<file path="src/rtl/if_fetch.sv">
// rtl/if_fetch.sv - instruction-fetch stage front end feeding the IF/ID register
//
// Owns the program counter and keeps at most one instruction-memory request
// outstanding. Absorbs hazard stalls through a one-entry hold buffer and turns
// branch/jump redirects into all-zero bubbles.
//
// Optional build macro: IF_PERF_CNT_EN adds perf_fetch/perf_bubble counters.
//
// Ports:
//   clk, rst_n        pipeline clock, asynchronous active-low reset
//   stall             hold IF outputs at their current value this cycle
//   redirect_valid    flush and refetch from redirect_pc (beats stall)
//   redirect_pc       redirect target; bits [1:0] are ignored
//   imem_req/addr     fetch request and word address (stable until ack)
//   imem_ack/rdata    one-cycle response strobe and instruction word
//   IF_inst/pc4/valid IF/ID register contents; all zero for a bubble
//   perf_fetch        (IF_PERF_CNT_EN) count of valid instructions loaded
//   perf_bubble       (IF_PERF_CNT_EN) count of bubbles loaded
module if_fetch #(
  parameter logic [31:0] RESET_PC = 32'h0000_0000
) (
  input  logic        clk,
  input  logic        rst_n,
  input  logic        stall,
  input  logic        redirect_valid,
  input  logic [31:0] redirect_pc,
  output logic        imem_req,
  output logic [31:0] imem_addr,
  input  logic        imem_ack,
  input  logic [31:0] imem_rdata,
  output logic [31:0] IF_inst,
  output logic [31:0] IF_pc4,
  output logic        IF_valid
`ifdef IF_PERF_CNT_EN
  ,
  output logic [31:0] perf_fetch,
  output logic [31:0] perf_bubble
`endif
);

  localparam logic [1:0] IDLE = 2'd0;
  localparam logic [1:0] REQ  = 2'd1;
  localparam logic [1:0] HOLD = 2'd2;
  localparam logic [1:0] DROP = 2'd3;

  logic [1:0]  state;
  logic [31:0] pc;
  logic [31:0] req_addr;
  logic [31:0] buf_inst;
  logic [31:0] buf_pc4;

  logic [31:0] req_pc4;
  logic [31:0] redir_tgt;
  logic        load_fetch;
  logic        load_buf;
  logic        load_bubble;

  // 32-bit add: 0xFFFF_FFFC wraps silently to 0
  assign req_pc4   = req_addr + 32'd4;
  assign redir_tgt = redirect_pc & ~32'h0000_0003;

  // DROP keeps the stale request on the bus until the memory answers it
  assign imem_req  = (state == REQ) || (state == DROP);
  assign imem_addr = req_addr;

  // What the output register loads this edge; none of them means "hold"
  always_comb begin
    load_fetch  = 1'b0;
    load_buf    = 1'b0;
    load_bubble = 1'b0;
    if (redirect_valid) begin
      load_bubble = 1'b1;
    end else begin
      case (state)
        REQ:     if (!stall) begin
                   if (imem_ack) load_fetch  = 1'b1;
                   else          load_bubble = 1'b1;
                 end
        HOLD:    if (!stall) load_buf = 1'b1;
        default: ;
      endcase
    end
  end

  always_ff @(posedge clk or negedge rst_n) begin
    if (!rst_n) begin
      IF_inst  <= 32'h0;
      IF_pc4   <= 32'h0;
      IF_valid <= 1'b0;
    end else if (load_bubble) begin
      IF_inst  <= 32'h0;
      IF_pc4   <= 32'h0;
      IF_valid <= 1'b0;
    end else if (load_fetch) begin
      IF_inst  <= imem_rdata;
      IF_pc4   <= req_pc4;
      IF_valid <= 1'b1;
    end else if (load_buf) begin
      IF_inst  <= buf_inst;
      IF_pc4   <= buf_pc4;
      IF_valid <= 1'b1;
    end
  end

  always_ff @(posedge clk or negedge rst_n) begin
    if (!rst_n) begin
      state    <= IDLE;
      pc       <= RESET_PC;
      req_addr <= RESET_PC;
      buf_inst <= 32'h0;
      buf_pc4  <= 32'h0;
    end else if (redirect_valid) begin
      pc       <= redir_tgt;
      buf_inst <= 32'h0;
      buf_pc4  <= 32'h0;
      // A request still in flight must be retired before the target is issued
      if (state == IDLE || state == HOLD || imem_ack) begin
        req_addr <= redir_tgt;
        state    <= REQ;
      end else begin
        state    <= DROP;
      end
    end else begin
      case (state)
        IDLE: begin
          req_addr <= pc;
          state    <= REQ;
        end
        REQ: begin
          if (imem_ack) begin
            pc <= req_pc4;
            if (stall) begin
              // Park the word; req_addr stays put until HOLD reissues from pc
              buf_inst <= imem_rdata;
              buf_pc4  <= req_pc4;
              state    <= HOLD;
            end else begin
              req_addr <= req_pc4;
            end
          end
        end
        HOLD: begin
          if (!stall) begin
            req_addr <= pc;
            state    <= REQ;
          end
        end
        default: begin
          if (imem_ack) begin
            req_addr <= pc;
            state    <= REQ;
          end
        end
      endcase
    end
  end

`ifdef IF_PERF_CNT_EN
  always_ff @(posedge clk or negedge rst_n) begin
    if (!rst_n) begin
      perf_fetch  <= 32'h0;
      perf_bubble <= 32'h0;
    end else begin
      if (load_fetch || load_buf) perf_fetch  <= perf_fetch + 32'd1;
      if (load_bubble)            perf_bubble <= perf_bubble + 32'd1;
    end
  end
`endif

endmodule

</file>
<file path="config.mk">
export PLATFORM = sky130hd
export DESIGN_NAME = if_fetch
export DESIGN_NICKNAME = d
export VERILOG_FILES = /design/src/rtl/if_fetch.sv
export SDC_FILE = /design/constraint.sdc
export NUM_CORES = 1
export LEC_CHECK = 0
export CAP_MARGIN = 30
export CORE_MARGIN = 5
export CORE_UTILIZATION = 50
export DETAILED_ROUTE_END_ITERATION = 10
export GPL_TIMING_DRIVEN = 0
export PLACE_DENSITY = 0.77
export SKIP_LAST_GASP = 1
export SYNTH_ARGS = -nofsm -noshare
export SYNTH_HDL_FRONTEND = slang
export SYNTH_SLANG_ARGS = --single-unit
export TNS_END_PERCENT = 5
</file>
<file path="constraint.sdc">
create_clock -name clk -period 2.7 [get_ports clk]
set_input_delay 0.81 -clock clk [delete_from_list [all_inputs] [get_ports clk]]
set_output_delay 0.81 -clock clk [all_outputs]
set_load 0.01 [all_outputs]
</file>
==> flow_summary_export.csv <==
group,metric,value,unit
clock_tree,htree_levels,4,
clock_tree,clkLatencyLatePin,440,ps
worst_setup_path,start_kind,"register",
synth,synthTopCellsByCount,"195 x dfrtp_1, 145 x o21ai_0, 136 x nand2_1",
synth,yosysMostFrequentCell,"dfrtp_1",
synth,synthCells,954,
timing,fin_worst_skew,10.93,ps
power_and_ir_drop,vdd_drop_max,0.5415,mV
grt,grt_overflow,0,
grt,grt_pass1_wl,46040,um
worst_setup_path,end_kind,"register",
clock_tree,tritoncts,"yes",
timing,rsz0062_at_grt,"yes",
placement,gp_congestion,0.9343,
finish,diodes,0,
routing,routed_wl,29330,um
routing,drtPass1Iterations,8,
floorplanning,core_area,0.01815,mm2
worst_setup_path,worst_ep_arrival_time,3130,ps
clock_tree,cts_sinks,195,
timing,final.setup.worst_slack,-77.47,ps
power_and_ir_drop,p_leak,0.005144,uW
worst_setup_path,worst-setup-path-type,"reg -> reg",
synth,ys_seq_area_share,52.52,%
run_status,violations,"negative setup slack",
grt,grt_pass1_vias,8327,
clock_tree,clk_path_buf_depth,2,
timing,report.final.slew_viol_count,0,
worst_setup_path,cp-startpoint,"state[1]$_DFFE_PN0P_",
clock_tree,numCtsBuffers,17,
synth,synth-async-reset-ratio,100.0,%
routing,num_vias,8628,
finish,num-nets-final,1212,
worst_setup_path,r2r_start,"state[1]$_DFFE_PN0P_",
synth,syn_nets,1024,
routing,drt_iter0_drc,1148,
grt,grtUsageTotal,27.09,%
synth,synth_edf_count,0,
routing,vias_per_cell,6.239,
finish,synthToLayoutAreaGrowth,27.88,%
routing,drc,0,
floorplanning,ioPinCount,167,
placement,io_buffer_count,162,
min_path,hp-class,"in -> async",
timing,period_share,102.9,%
floorplanning,die_area,0.02141,mm2
clock_tree,clk_pin_slew,70,ps
timing,fmax,360.0,MHz
timing,setup_viol,14,
timing,finalHoldViolations,0,
timing,setup_tns,-612.9,ps
run,drv_cap,0,
timing,tightest_slew,763.6,ps
finish,drive_gt1_share,7.106,%
clock_tree,root_buffer,"clkbuf_16",
routing,ant_nets,0,
worst_setup_path,cp_max_fo,10,
floorplanning,rows,49,
power_and_ir_drop,p_per_area,628.6,mW/mm2
floorplanning,initial_utilization,51.20,%
synth,ys_warn_count,0,
synth,avgSynthCellArea,9.739,um2
floorplanning,dieHeight,146.3,um
synth,synth_top_cell_area_share,52.52,%
worst_setup_path,worst_ep_required_time,3050,ps
floorplanning,die_w,146.3,um
grt,antenna_found_initial,0,
timing,relSlewSlack,49.10,%
synth,synth_cell_types,57,
timing,layout_min_cycle_time,2777,ps
synth,synthesis.area,0.009291,mm2
synth,synthFlopType,"dfrtp_1",
routing,wl_per_cell,21.20,um
placement,place_hpwl,20830,um
run_status,status,"complete, but fails checks",
synth,synthTopCellsByArea,"dfrtp_1 53%, o21ai_0 7.8%, nand2_1 5.5%, mux2i_1 4.3%, a22o_1 4.1%",
worst_setup_path,rrSetupSlack,-80,ps
grt,grt_max_degree,121,
synth,synth_top_cell_by_area,"dfrtp_1",
synth,synth_seq_cells,195,
placement,place_ws,-923.2,ps
-- path summary, 6_finish.rpt --
path	cells after the start	endpoint
min reg2reg	2	IF_inst[24]$_DFFE_PN0P_
min in group clk	2	IF_inst[24]$_DFFE_PN0P_
min	1	pc[29]$_DFFE_PN0P_
max reg2reg	7	pc[31]$_DFFE_PN0P_
max	7	pc[31]$_DFFE_PN0P_
max in group asynchronous	2	imem_addr[16]$_DFFE_PN0P_
-- logic make-up (layout without fill, tap and decap cells) --
family                     Yosys count  count (layout)  synth area share, %
xor gates and xnor gates            26              26                2.451
DFF                                195             195                52.52
adders and majority gates            1               1               0.1346
buffers and inverters               89             289                3.784
muxes                               41              41                4.430
AOI/OAI and AO/OA                  309             309                21.41
and+or+nand+nor                    293             293                15.27
-- registers in the layout, indices dropped and copies added (netlist names) --
register	count
IF_inst	32
IF_pc4	32
buf_inst	32
buf_pc4	32
imem_addr	32
pc	32
state	2
IF_valid	1
-- where the power goes --
group	leakage (uW)	total, uW	switching (uW)	internal, uW
registers	0.00259	3410	249	3160
logic	0.00228	1650	973	680
clock network	0.000270	2410	1210	1200
total	0.00514	7470	2430	5040
-- per-stage QoR --
step                      hold slack [ps]  utilization, %  std cells  power, uW  cell area, um2
final                               305.5           65.47       1383       7469           11880
after CTS                           341.2           65.22       1380       7435           11840
after floorplan                     449.6               -        954       4237            9291
after global routing                368.8           65.47       1383       7756           11880
after global placement              461.2           61.71       1345       5011           11200
after detailed placement            467.5           62.06       1350       5049           11260
-- worst max-delay path, cell delays in order, from the launching register on --
cell      delay [ps]
dfrtp_1          360
clkbuf_1         190
nor2b_1          260
clkbuf_1         430
and2_1           490
buf_2            400
nand2_1          300
o21ai_0          270
-- placed cells by master (no fill, tap or decap), types with 9 or more instances in the layout --
master           Yosys  layout
a21oi_1             25      25
a22o_1              44      44
a22oi_1             22      22
and3_1              12      12
buf_2                8      11
clkbuf_1            63      47
clkbuf_16            0      17
clkbuf_2             0      15
clkdlybuf4s50_1      0     161
dfrtp_1            195     195
inv_1                9       9
mux2i_1             40      40
nand2_1            136     136
nand3_1             33      33
nand4_1             18      18
nor2_1              35      35
nor3_1              22      22
o21ai_0            145     145
xnor2_1             12      12
xor2_1              14      14
-- repair_timing --
action	4_1_cts	5_1_grt
resized for setup	13	15
setup buffers	0	3
hold buffers	0	0
pin swaps	0	1
endpoints found under the setup margin	90	99
-- layout make-up --
cell class                 count  area, um2
timing repair buffer         170       1707
fill                        1480       6266
multi-input combinational    670       4089
sequential                   195       4880
tap                          229      286.5
clock buffer                  17      425.4
buffer                        78      331.6
inverter                      10      37.54
clock inverter                14      125.1
-- layer usage --
metal	up-vias	share of wire, %	GRT usage (%)
li1	3852	-	-
met1	4224	42	38.48
met2	483	45	40.82
met3	69	9.8	6.725
met4	0	3.1	9.313
met5	-	0	0
Power figures use the tool's default switching activity.
